$ cat config.mk
export PLATFORM = sky130hd
export DESIGN_NAME = ex_mem_stage
export DESIGN_NICKNAME = d
export VERILOG_FILES = /design/src/rtl/ex_mem_stage_pkg.sv /design/src/rtl/pipe_skid_buffer.sv /design/src/rtl/ex_mem_stage.sv
export SDC_FILE = /design/constraint.sdc
export NUM_CORES = 1
export LEC_CHECK = 0
export CORE_ASPECT_RATIO = 2
export CORE_MARGIN = 8
export CORE_UTILIZATION = 57
export CTS_CLUSTER_SIZE = 14
export DETAILED_ROUTE_END_ITERATION = 16
export DONT_BUFFER_PORTS = 1
export GPL_TIMING_DRIVEN = 0
export PLACE_DENSITY_LB_ADDON = 0.3
export SETUP_SLACK_MARGIN = 0.4
export SKIP_LAST_GASP = 1
export SYNTH_ARGS = -nofsm -noshare
export SYNTH_HDL_FRONTEND = slang
export SYNTH_SLANG_ARGS = --single-unit
$ cat constraint.sdc
create_clock -name clk_i -period 2.2 [get_ports clk_i]
set_clock_uncertainty 0.15 [all_clocks]
set_input_delay 0 -clock clk_i [delete_from_list [all_inputs] [get_ports clk_i]]
set_output_delay 0 -clock clk_i [all_outputs]
set_load 0.1 [all_outputs]
$ cat src/rtl/ex_mem_stage_pkg.sv
// ex_mem_stage_pkg: shared widths, buffer state encoding and payload sizing for the EX/MEM boundary
package ex_mem_stage_pkg;
    localparam int DATA_W_DEF = 32;
    localparam int REG_AW_DEF = 5;
    typedef enum logic [1:0] {
        EMPTY = 2'd0,
        ONE   = 2'd1,
        FULL  = 2'd2
    } buf_state_t;
    // {taken, target, reg_write, mem_read, mem_write, rd, rt_data, result}
    function automatic int payload_w(input int data_w, input int reg_aw);
        return 3 * data_w + reg_aw + 4;
    endfunction
endpackage

$ cat src/rtl/pipe_skid_buffer.sv
// pipe_skid_buffer: two-entry valid/ready buffer with flush; main register drives the outputs, skid holds the second entry
module pipe_skid_buffer
    import ex_mem_stage_pkg::*;
#(
    parameter int WIDTH = 8
) (
    input  logic             clk,
    input  logic             rst_n,
    input  logic             flush,
    input  logic             in_valid,
    output logic             in_ready,
    input  logic [WIDTH-1:0] in_data,
    output logic             out_valid,
    input  logic             out_ready,
    output logic [WIDTH-1:0] out_data,
    output logic [1:0]       count
);
    buf_state_t state, state_nxt;
    logic [WIDTH-1:0] main_q, skid_q;
    logic acc, pop, load_main, load_skid, skid_to_main;

    assign acc       = in_valid & in_ready;
    assign pop       = out_valid & out_ready;
    assign out_valid = state != EMPTY;
    assign out_data  = main_q;
    assign count     = state;

    always_comb begin
        state_nxt    = state;
        load_main    = 1'b0;
        load_skid    = 1'b0;
        skid_to_main = 1'b0;
        if (flush) begin
            state_nxt = EMPTY;
        end else begin
            case (state)
                EMPTY: begin
                    state_nxt = acc ? ONE : EMPTY;
                    load_main = acc;
                end
                ONE: begin
                    state_nxt = acc ? (pop ? ONE : FULL) : (pop ? EMPTY : ONE);
                    load_main = acc & pop;
                    load_skid = acc & ~pop;
                end
                FULL: begin
                    state_nxt    = pop ? ONE : FULL;
                    load_main    = pop;
                    skid_to_main = 1'b1;
                end
                default: state_nxt = EMPTY;
            endcase
        end
    end

    // in_ready is registered from the next state so it never depends on out_ready combinationally
    always_ff @(posedge clk) begin
        if (!rst_n) begin
            state    <= EMPTY;
            in_ready <= 1'b1;
            main_q   <= '0;
            skid_q   <= '0;
        end else begin
            state    <= state_nxt;
            in_ready <= state_nxt != FULL;
            if (load_main) main_q <= skid_to_main ? skid_q : in_data;
            if (load_skid) skid_q <= in_data;
        end
    end
endmodule

$ cat src/rtl/ex_mem_stage.sv
// ex_mem_stage: EX/MEM boundary register resolving beq/bne and buffering two instructions with valid/ready
module ex_mem_stage
    import ex_mem_stage_pkg::*;
#(
    parameter int DATA_W = DATA_W_DEF,
    parameter int REG_AW = REG_AW_DEF
) (
    input  logic              clk_i,
    input  logic              rst_i,
    input  logic              flush_i,
    input  logic              in_valid_i,
    output logic              in_ready_o,
    input  logic [DATA_W-1:0] alu_result_i,
    input  logic              alu_zero_i,
    input  logic [DATA_W-1:0] rt_data_i,
    input  logic [REG_AW-1:0] rd_addr_i,
    input  logic              reg_write_i,
    input  logic              mem_read_i,
    input  logic              mem_write_i,
    input  logic              branch_i,
    input  logic              branch_ne_i,
    input  logic [DATA_W-1:0] branch_target_i,
    output logic              out_valid_o,
    input  logic              out_ready_i,
    output logic [DATA_W-1:0] alu_result_o,
    output logic [DATA_W-1:0] rt_data_o,
    output logic [REG_AW-1:0] rd_addr_o,
    output logic              reg_write_o,
    output logic              mem_read_o,
    output logic              mem_write_o,
    output logic              branch_taken_o,
    output logic [DATA_W-1:0] branch_target_o,
    output logic [1:0]        count_o
);
    localparam int PW = payload_w(DATA_W, REG_AW);
    logic [PW-1:0] in_pl, out_pl;
    logic taken_q;

    assign in_pl = {branch_i & (alu_zero_i ^ branch_ne_i), branch_target_i,
                    reg_write_i, mem_read_i, mem_write_i, rd_addr_i, rt_data_i, alu_result_i};
    assign {taken_q, branch_target_o, reg_write_o, mem_read_o, mem_write_o,
            rd_addr_o, rt_data_o, alu_result_o} = out_pl;
    assign branch_taken_o = out_valid_o & taken_q;

    pipe_skid_buffer #(.WIDTH(PW)) u_buf (
        .clk       (clk_i),
        .rst_n     (rst_i),
        .flush     (flush_i),
        .in_valid  (in_valid_i),
        .in_ready  (in_ready_o),
        .in_data   (in_pl),
        .out_valid (out_valid_o),
        .out_ready (out_ready_i),
        .out_data  (out_pl),
        .count     (count_o)
    );
endmodule

== After elaboration in Yosys (flattened, before gate mapping) ==
Cells that the tools add are included.
Word-level totals
  bits in registers: 213
  input bits: 112
  output and inout port bits: 109
  logic and storage cells: 30
Cells by class
  equal/unequal tests: 3
  mux-type cells: 13
  bitwise gates (word level): 8
  reductions and logical operators: 2
Operators by type and width (count)
  $mux 105: 1
  $mux 1: 7
  $and 1x1->1: 6
  $mux 2: 3
  $pmux 2 s3: 1
  $pmux 1 s3: 1
  $eq 2x1->1 const B: 1
  $eq 2x2->1 const B: 1
  $logic_not 2->1: 1
  $ne 2x2->1 const B: 1
  $reduce_bool 2->1: 1
  $not 1->1: 1
  $xor 1x1->1: 1

== Longest topological paths before layout ==
  word-level depth: 7
  mapped depth: 11

== Hierarchy ==
A second synthesis with hierarchy kept.
Unflattened totals
  cell total of the unflattened synthesis: 964
  area, all modules: 8816.0 um^2
Modules (own cells, without submodules)
  pipe_skid_buffer: times used 1, cells an instance 961, area each 8794.7 um^2, sequential area each 4264.1 um^2
  ex_mem_stage: times used 1, cells an instance 3, area each 21.3 um^2, sequential area each 0.0 um^2

== Worst setup path before layout ==
OpenSTA, ideal clock, no wires.
  path type: reg2reg
  from: reg u_buf.state[1] (netlist: u_buf.count[1])
  to: reg u_buf.main_q[69] (netlist: u_buf.out_data[69])
  arrival time: 3.273 ns
  required time: 1.933 ns
  slack: -1.340 ns
  cell stages (with the launch flop): 11
  path buffers: 2
  clock period less this slack: 3.540 ns
  path through: dfxtp_1 -> or2_1 -> nand2_1 -> inv_1 -> ha_1 -> inv_1 -> a21oi_1 -> buf_2 -> clkbuf_1 -> nand3_1 -> o211a_1
Between the ends
  cells in the longest elaborated chain, start to end: 5
  elaborated cells between the ends (all ways): 11
  those cells by class: eq/ne: 2; mux: 5; bitwise: 2; reduce/logical: 2
Ends and longest elaborated chain
  start: declaration: line pipe_skid_buffer.sv:18  | buf_state_t state, state_nxt;
  start signal: assignment: line pipe_skid_buffer.sv:64  | state <= state_nxt;
  $reduce_bool 2->1 (*): line pipe_skid_buffer.sv:24  | assign out_valid = state != EMPTY;
  net out_valid_o: line ex_mem_stage.sv:23  | output logic out_valid_o,
  $and 1x1->1 (*): line pipe_skid_buffer.sv:23  | assign pop = out_valid & out_ready;
  $and 1x1->1: line pipe_skid_buffer.sv:43  | load_main = acc & pop;
  $pmux 1 s3 (*): line pipe_skid_buffer.sv:36  | case (state)
  $mux 1 (*): line pipe_skid_buffer.sv:33  | if (flush) begin
  end signal: assignment: line pipe_skid_buffer.sv:66  | if (load_main) main_q <= skid_to_main ? skid_q : in_data;
  end: declaration: line pipe_skid_buffer.sv:19  | logic [WIDTH-1:0] main_q, skid_q;
Mark *: on every way through the listed nets, which the timed path passes. The rest lies on a longest branch.
A chain may end at the register's enable or synchronous reset.

== Final worst setup path ==
  from: reg u_buf.state[0] (netlist: u_buf.count[0])
  to: reg u_buf.main_q[54] (netlist: u_buf.out_data[54])
Same word-level chain as after synthesis.

==> impl_metrics.ini <==
[synth]
synthesis.nets = 1177
synthMuxAreaShare_pct = 10.6
syn_inst = 1063
synth_area_sq_um = 9810
postSynthAreaPerCell_sq_um = 9.23
synth.distinct_cells = 25
synthXorXnorAreaFrac_pct = 0.0893
synth-edff-count = 0
synth_top_family_by_area = compound AO/OA/AOI/OAI gates
yosys_warnings = 0
yosysTopAreaCell = dfxtp_1
yosysSeqAreaShare_pct = 43.5
synth_area_leaders = dfxtp_1 (43%), mux2i_1 (11%), o211a_1 (11%)
synth_compound_area_share_pct = 19.2
synth_top_cell_area_share_pct = 43.5
async_flop_share_pct = 0
synth-simple-area-share_pct = 14.3
synthAdderAreaFrac_pct = 0.255
ys.flop_type = dfxtp_1
ys_ff_latch = 213

[placement]
gp_congestion = 0.841
dp_hpwl_microns = 18000
place_inst = 1273
io_buffers = 0

[routing]
drtIter0Drc = 508
firstDrtPassIters = 5
num_vias = 8754
wire_per_inst_microns = 21.9
ant_nets = 0
vias_per_cell = 5.93
routed_wl_microns = 32400
drc_errors = 0

[grt]
grt-ovfl-total = 0
antenna_found_initial = 1
grt_max_degree = 15
grt_pass1_vias = 8812
grt_util_all_layers_pct = 25.6
grt_first_pass_wirelength_microns = 45500

[timing]
fin_crit_ns = 2.63
worst_pin_slew_ns = 1.00
setup-violations-final = 213
layout_setup_ws_ns = -0.427
fin_crit_sh_pct = 119
fmax_ghz = 0.381
drv_slew = 0
rsz0062_at_grt = true
finalHoldViolations = 0
slew_headroom_pct = 33.3

[job]
cap_violations = 0

[critical_path]
slowest_stage = dfxtp_4
cpPeakStageDelay_ns = 0.59
crit_arrival_ns = 2.91
cp_max_fo = 10
path_cells = or2_4 -> nand2_4 -> inv_2 -> ha_4 -> inv_2 -> a21oi_4 -> and2_4 -> buf_12 -> buf_12 -> buf_8 -> o211a_1
required_ns = 2.48
critPathLaunchType = flip-flop
crit_path_end_kind = flip-flop
crit_type = reg2reg

[pwr]
total_power_uw = 10200
p_clk_share_pct = 33.1
peakVddDrop_mv = 0.711
p_leak_uw = 0.00730
combPwrFrac_pct = 25.6
pwr-share-seq_pct = 41.3
p_int_uw = 6750
switching_share_pct = 33.8
pwr_density_cell_nw_per_um2 = 719
p_switching_uw = 3440

[final_layout]
drive_gt1_share_pct = 35.9
fillers = 885
syn_to_final_growth_pct = 44.5
final_common_cell = dfxtp_1
layout.nets = 1369
layoutNonFillerInstCount = 1477
final_cell_mix = dfxtp_1 (210), buf_4 (111), dlygate4sd3_1 (110)

[floorplan]
ios = 221
die_area_sq_um = 21900
start_util_pct = 57.4
rows = 68
die_w_microns = 109
chipHeight_microns = 202
core_sq_um = 17100

[cts]
cts_buffers = 20
clock_path_buffers = 3
htree_num_levels = 1
cts_num_sinks = 213
cts.clk_slew.worst_paths_ns = 0.07
cts_tree = built
clk-insertion-delay-late_ns = 0.49
cts-root-buf = clkbuf_16

[worst_hold_path]
hold_path.class = in2reg

[status]
violations = setup timing
outcome = finished with violations
[cell families (layout without fill, tap and decap cells)]
group,count (synthesis),in the layout
AOI/OAI and AO/OA,215,215
xor gates and xnor gates,1,1
adders and majority gates,2,2
buffers and inverters,198,401
DFF,213,213
muxes,104,104
other,0,1
and+or+nand+nor,330,330
[synth_stat cells (2+ instances only)]
library cell  number
clkbuf_1          50
a21oi_1            3
nand3_1          107
buf_1              7
or2_1              2
a21boi_1         105
o211a_1          104
buf_2             26
nor2_1             2
and2_1             3
ha_1               2
buf_4            109
inv_1              5
mux2i_1          104
dfxtp_1          213
nand2_1          212
[layout make-up]
type                            count  area [sq um]  area share (%)
Tap cell                          210           263            1.85
Buffer                            193          1680            11.8
Clock buffer                       30           601            4.24
Inverter                            5          18.8           0.132
Timing Repair Buffer              170          2160            15.3
Clock inverter                      3          17.5           0.124
Multi-Input combinational cell    652          5160            36.4
Antenna cell                        1          2.50          0.0176
Sequential cell                   213          4280            30.2
[state kept, by name (all words and copies together) (netlist names)]
register	count
u_buf.out_data	105
u_buf.skid_q	105
u_buf.count	2
u_buf.in_ready	1
[routing by layer]
metal / GRT usage [%] / share of wire, %
met5: 0 / 0
met4: 9.75 / 3.7
met3: 5.09 / 7.1
met2: 46.3 / 52
met1: 28.0 / 37
[per-stage QoR]
stage	worst slack [ns]	cell area, sq um	setup TNS, ns	util, %	hold slack [ns]
after global routing	-0.517	14200	-85.78	82.9	0.0521
after global placement	-0.441	10300	-69.61	60.0	-0.0142
after detailed placement	-0.502	10300	-77.60	60.0	-0.00834
after floorplan	-0.0884	10000	-6.80	-	-0.0152
final	-0.427	14200	-67.67	82.9	0.0598
after CTS	-0.364	13000	-55.94	76.0	0.0216
[timing repair]
action	in CTS	in global routing
pin swaps	172	95
setup buffers	15	17
endpoints found under the setup margin	214	214
hold endpoints to repair	213	0
cloned	15	13
hold buffers	110	0
gates resized for setup	175	207
[critical path, delay by kind of cell (launching register included)]
kind,cells,cell delay (ns)
AO/OA/AOI/OAI,2,0.40
buffers and inverters,5,0.56
AND/OR/NAND/NOR,3,0.74
adder cells (fa/ha/maj),1,0.11
flip-flops,1,0.59
[power groups by stage]
stage          sequential (uW)  clock, uW  combinational, uW
2_1_floorplan             4250          0               1900
3_3_place_gp              4280          0               2060
3_5_place_dp              4280          0               2080
4_1_cts                   4200       3380               2420
5_1_grt                   4230       3550               2690
6_report                  4210       3370               2610
[worst paths after layout]
| check | cells after the start | from | to | slack, ns |
|---|---|---|---|---|
| max | 11 | u_buf.count[0] | u_buf.out_data[54] | -0.43 |
| min | 2 | rst_i | u_buf.skid_q[81] | 0.06 |
| max reg2reg | 11 | u_buf.count[0] | u_buf.out_data[54] | -0.43 |
| min reg2reg | 2 | u_buf.skid_q[77] | u_buf.skid_q[77] | 0.30 |
(Power assumes the default switching activity.)
